`src/rtl/gray_pkg.sv`:
```
// gray_pkg: shared Gray-code helpers and defaults for the counter and its consumers
//   GRAY_WIDTH_DEF : default counter width
//   GRAY_WIDTH_MAX : widest supported counter; helpers operate at this width
//   bin2gray()     : binary to Gray, zero-extend narrower values before calling
//   gray2bin()     : Gray to binary, for downstream decoders and scoreboards
package gray_pkg;
  localparam int GRAY_WIDTH_DEF = 4;
  localparam int GRAY_WIDTH_MAX = 16;
  function automatic logic [GRAY_WIDTH_MAX-1:0] bin2gray(input logic [GRAY_WIDTH_MAX-1:0] b);
    return b ^ (b >> 1);
  endfunction
  // Zero-extended inputs decode correctly because the leading zeros leave the prefix XOR untouched.
  function automatic logic [GRAY_WIDTH_MAX-1:0] gray2bin(input logic [GRAY_WIDTH_MAX-1:0] g);
    logic [GRAY_WIDTH_MAX-1:0] b;
    b[GRAY_WIDTH_MAX-1] = g[GRAY_WIDTH_MAX-1];
    for (int i = GRAY_WIDTH_MAX - 2; i >= 0; i--) b[i] = b[i+1] ^ g[i];
    return b;
  endfunction
endpackage

```
`src/rtl/gray_counter_encode.sv`:
```
// gray_encode: combinational WIDTH-wide binary to Gray conversion
//   bin_i  : binary value
//   gray_o : Gray code of bin_i
module gray_encode
  import gray_pkg::*;
#(
  parameter int WIDTH = GRAY_WIDTH_DEF
) (
  input  logic [WIDTH-1:0] bin_i,
  output logic [WIDTH-1:0] gray_o
);
  assign gray_o = WIDTH'(bin2gray(GRAY_WIDTH_MAX'(bin_i)));
endmodule

```
`src/rtl/gray_counter.sv`:
```
// gray_counter: binary counter with a registered Gray copy and a roll-over pulse
//   clk, rst_n : clock, asynchronous active-low reset
//   en         : advance one step per cycle
//   up         : direction (1 = up), honoured only with GRAY_COUNTER_DOWN_EN defined
//   load       : synchronous load of load_bin, takes priority over en
//   load_bin   : value loaded when load is high
//   bin, gray  : registered binary count and its Gray code, always in step
//   wrap       : one-cycle pulse after a counting roll-over (never after a load)
// Define GRAY_COUNTER_DOWN_EN to enable down-counting.
module gray_counter
  import gray_pkg::*;
#(
  parameter int WIDTH = GRAY_WIDTH_DEF
) (
  input  logic             clk,
  input  logic             rst_n,
  input  logic             en,
  input  logic             up,
  input  logic             load,
  input  logic [WIDTH-1:0] load_bin,
  output logic [WIDTH-1:0] bin,
  output logic [WIDTH-1:0] gray,
  output logic             wrap
);
  logic [WIDTH-1:0] bin_q, bin_d, gray_q, gray_d, step_d;
  logic             wrap_q, wrap_d, roll;
`ifdef GRAY_COUNTER_DOWN_EN
  always_comb begin
    step_d = up ? bin_q + 1'b1 : bin_q - 1'b1;
    roll   = en & (up ? &bin_q : ~|bin_q);
  end
`else
  logic unused_up;
  assign unused_up = up;
  always_comb begin
    step_d = bin_q + 1'b1;
    roll   = en & (&bin_q);
  end
`endif
  always_comb begin
    bin_d  = load ? load_bin : en ? step_d : bin_q;
    wrap_d = ~load & roll;
  end
  // Gray is derived from the next binary value so both registers update on the same edge.
  gray_encode #(.WIDTH(WIDTH)) u_enc (.bin_i(bin_d), .gray_o(gray_d));
  always_ff @(posedge clk or negedge rst_n)
    if (!rst_n) begin
      bin_q  <= '0;
      gray_q <= '0;
      wrap_q <= 1'b0;
    end else begin
      bin_q  <= bin_d;
      gray_q <= gray_d;
      wrap_q <= wrap_d;
    end
  assign bin  = bin_q;
  assign gray = gray_q;
  assign wrap = wrap_q;
endmodule

```
`config.mk`:
```
export PLATFORM = sky130hd
export DESIGN_NAME = gray_counter
export DESIGN_NICKNAME = d
export VERILOG_FILES = /design/src/rtl/gray_pkg.sv /design/src/rtl/gray_counter_encode.sv /design/src/rtl/gray_counter.sv
export SDC_FILE = /design/constraint.sdc
export NUM_CORES = 1
export LEC_CHECK = 0
export CAP_MARGIN = 0
export CORE_AREA = 8 8 45 47
export CTS_CLUSTER_DIAMETER = 60
export CTS_CLUSTER_SIZE = 12
export DETAILED_ROUTE_END_ITERATION = 8
export DIE_AREA = 0 0 53 55
export DONT_BUFFER_PORTS = 1
export GPL_ROUTABILITY_DRIVEN = 0
export PLACE_DENSITY = 0.47
export SLEW_MARGIN = 20
export SYNTH_ARGS = -nofsm -noshare
export SYNTH_HDL_FRONTEND = slang
export SYNTH_SLANG_ARGS = --single-unit
export TNS_END_PERCENT = 1
```
`constraint.sdc`:
```
create_clock -name clk -period 1.4 [get_ports clk]
set_input_delay 0.28 -clock clk [delete_from_list [all_inputs] [get_ports clk]]
set_output_delay 0.28 -clock clk [all_outputs]
set_load 0.005 [all_outputs]
```
# Word-level counts from Yosys, hierarchy flattened
# Index checks and enable logic that the tools add are counted.
# word_totals
word_cells	11
inputBits	9
reg_bits	9
# op_classes
bitwise	4
muxes	2
add_sub_neg	1
reduce_logical	1
# op_table
op	n
$mux W4	2
$add A4 B1 Y4 const B	1
$reduce_and A4 Y1	1
$xor A4 B3 Y4	1
$and A1 B1 Y1	2
$not A1 Y1	1

# Depth between registers and ports, before layout
# depth
depth_word	4
depth_mapped	5

# Modules after synthesis
# From an unflattened synthesis, not the netlist that was laid out.
# unflattened
cells_unflattened	30
area_unflattened_um2	374.1
# modules_own_cells
module	instances	seq_area_each_um2	area_per_inst_um2	cells_each
gray_counter	1	225.2	340.3	26
gray_encode	1	0.0	33.8	4

# Worst setup path after synthesis
# No wires, ideal clock.
# synth_path
path_type	register -> register
startpoint	reg bin_q[0], in the netlist bin[0]
endpoint	reg gray_q[1], in the netlist gray[1]
path_stages_with_launch	6
synth_period_minus_slack_ns	1.259
setup_ns	0.079
path_buffers	0
arrival_ns	1.180
slack_ns	0.141
t_required_ns	1.321
path_cell_list	dfrtp_1 ha_1 mux2i_1 nor2_1 a21oi_2 xor2_1
# synth_via
elab_chain_cells	4
# synth_rtl
element	line_no	text
start: declaration	gray_counter.sv:25	logic [WIDTH-1:0] bin_q, bin_d, gray_q, gray_d, step_d;
start signal: assignment	gray_counter.sv:52	bin_q <= bin_d;
$add A4 B1 Y4	gray_counter.sv:36	step_d = bin_q + 1'b1;
$mux W4 (2 in series)	gray_counter.sv:41	bin_d = load ? load_bin : en ? step_d : bin_q;
$xor A4 B3 Y4	gray_pkg.sv:10	return b ^ (b >> 1);
named net gray_d[1]	gray_counter.sv:25	
end signal: assignment	gray_counter.sv:53	gray_q <= gray_d;
end: declaration	gray_counter.sv:25	
# The timed path passes the listed nets, and every way through them passes these cells.

# Worst setup path after layout
# layout_path
startpoint	reg bin_q[1], in the netlist bin[1]
endpoint	reg gray_q[1], in the netlist gray[1]
# layout_via
elab_chain_cells	4
# layout_rtl
element	line_no
$add A4 B1 Y4	gray_counter.sv:36
$mux W4 (*) (2 in series)	gray_counter.sv:41
$xor A4 B3 Y4 (*)	gray_pkg.sv:10
named net gray_d[1]	gray_counter.sv:25
# Mark *: on every way through the listed nets, which the timed path passes. The rest lies on a longest branch.

==> flow_summary.toml <==
[flow_run]
max_cap_viol_count = 0

[setup_path]
cp-end-kind = "register"
cp-endpoint = "gray[1]$_DFF_PN0_"
startpoint = "bin[1]$_DFF_PN0_"
worst-r2r-setup-slack_ns = 0.07
reg2reg_depth = 5
startpoint_type = "register"
worstPathMaxFanout = 3
crit_required_ns = 1.57
rr_startpoint = "bin[1]$_DFF_PN0_"
cp.arrival_ns = 1.50
critPathKind = "register to register"
reg2reg_to = "gray[1]$_DFF_PN0_"

[pwr]
ir_worst_vdd_mv = 0.404
p_total_w = 0.000612
powerDensity_nw_per_um2 = 1350
p_leak_nw = 0.206

[min_path]
hold_class = "input port to register"

[global_route]
antenna_found_initial = 0
grt_pass1_wl_um = 1100
grt_max_degree = 9
grt_pass1_vias = 240
grt-ovfl-total = 0
gr-usage-all-layers = 0.0561

[synthesis]
syn-num-nets = 40
synth_seq_cells = 8
postSynthCellCount = 30
synth_top_area_frac = 0.523
synth_top_area_cell = "dfrtp_1"
syn_area_um2 = 383
synthDistinctLibCells = 18
yosys-top-cells-area = "dfrtp_1, xnor2_1, mux2i_4"
synth_seq_area_share = 0.523
syn_avg_cell_area_um2 = 12.8
ys_warn_count = 0

[clock_network]
clkLatencyLatePin_ns = 0.25
clock_path_buffers = 2
htree_levels = 1
clkSlewWorstSetupHoldPaths_ns = 0.05
tritoncts = "built"
clockRootBuffer = "clkbuf_4"
cts.sinks = 8
cts_made_buffers = 3
cts.repair.resized = 0

[sta]
fin_skew_ns = 0.00175
relSlewSlack = 0.762
fin_crit_ns = 1.33
tightest_slew_ns = 0.356
finalSetupViolations = 0
slew_violations = 0
fmax_mhz = 750
finalWorstSetupSlack_ns = 0.0670
hold_viol_final = 0
finalCritPeriodShare = 0.952
rsz0062_at_grt = "yes"

[detailed_routing]
drc_errors = 0
drt-pass1-iter-count = 2
ant_nets = 0
vias_per_cell = 4.23
drt-total-wl_um = 759
vias = 220
dr.first_iter.drc_count = 2
wl_per_cell_um = 14.6

[floorplanning]
die_w_um = 53
die_h_um = 55
dieArea_um2 = 2920
start_util = 0.277
rows = 14
core_um2 = 1380
boundaryPins = 18

[cells_and_area]
layout_commonest_cell = "dfrtp_1"
seqCellArea_um2 = 200
area_growth_pct = 18.3
fillers = 149
fin_nets = 48
layout_common_cells = "dfrtp_1, xnor2_1, buf_4"
antenna_cells = 0
drive_gt1_frac = 0.333
multi_input_area_um2 = 163

[placed_design]
place_ws_ns = 0.0696
numPortBuffers = 0

[run_status]
outcome = "completed"
## layout make-up
type	instances	area share
Sequential cell	8	0.442
Multi-Input combinational cell	18	0.359
Timing Repair Buffer	5	0.0884
Clock buffer	3	0.0497
Tap cell	16	0.0442
Inverter	2	0.0166
## synthesized netlist by cell type
library cell,n
nor2_1,1
xnor2_1,4
o21ai_1,1
a21oi_2,1
inv_1,2
nor3_1,1
mux2i_1,1
dfrtp_1,8
nand4_1,1
ha_1,1
xor2_1,1
buf_4,1
mux2i_4,1
buf_2,1
mux2_4,1
xnor2_2,1
nand2_1,2
nand2_2,1
## worst min path at each step
stage / from / end / slack [ns] / depth (start not counted)
floorplan: rst_n / bin[0]$_DFF_PN0_ / -0.02 / 0
global placement: rst_n / gray[1]$_DFF_PN0_ / -0.02 / 0
detailed placement: rst_n / gray[2]$_DFF_PN0_ / -0.02 / 0
CTS: load / wrap$_DFF_PN0_ / 0.09 / 1
global route: load / wrap$_DFF_PN0_ / 0.09 / 1
finish: load / wrap$_DFF_PN0_ / 0.10 / 1
## layer usage
| layer | vias up | wire length, um | track usage |
|---|---|---|---|
| li1 | 108 | - | - |
| met1 | 99 | 344 | 0.0665 |
| met2 | 13 | 302 | 0.0645 |
| met3 | 0 | 111 | 0.0455 |
| met4 | 0 | 0 | 0.0388 |
| met5 | - | 0 | 0 |
## stage by stage
stage	util	instances	hold WS (ns)	setup TNS, ns	cell area, um2
floorplan	-	30	-0.0156	0	383
global placement	0.293	46	-0.0153	0	405
detailed placement	0.293	46	-0.0153	0	405
CTS	0.316	50	0.0927	0	438
global route	0.327	52	0.0912	-0.0281	453
finish	0.327	52	0.103	0	453
## state kept, by name (all words and copies together) (netlist names)
register	count
gray	3
wrap	1
bin	4
## critical path, cell delays in order (launching register included)
cell and delay [ns]:
dfrtp_1 0.40, ha_1 0.29, mux2i_1 0.14, nor2_1 0.06, a21oi_2 0.19, xor2_1 0.17
## cells by family (layout without fill, tap and decap cells)
| family | after synthesis | after routing | share of synthesized area |
|---|---|---|---|
| xor+xnor | 6 | 6 | 0.157 |
| flops | 8 | 8 | 0.523 |
| fa+ha+maj | 1 | 1 | 0.0327 |
| buf+inv | 4 | 10 | 0.0523 |
| mux | 3 | 3 | 0.124 |
| simple gates | 6 | 6 | 0.0752 |
| compound gates | 2 | 2 | 0.0359 |
## where the power goes
part	internal (W)	switching, W
sequential	0.000274	0.0000346
clock	0.0000976	0.0000710
combinational	0.0000773	0.0000575
## what timing repair did
action | CTS | global route
hold buffers | 1 | 0
hold endpoints to repair | 8 | 0
setup buffers | 0 | 2
endpoints found under the setup margin | 0 | 1
Note: power is estimated with default switching activity, not from simulation.
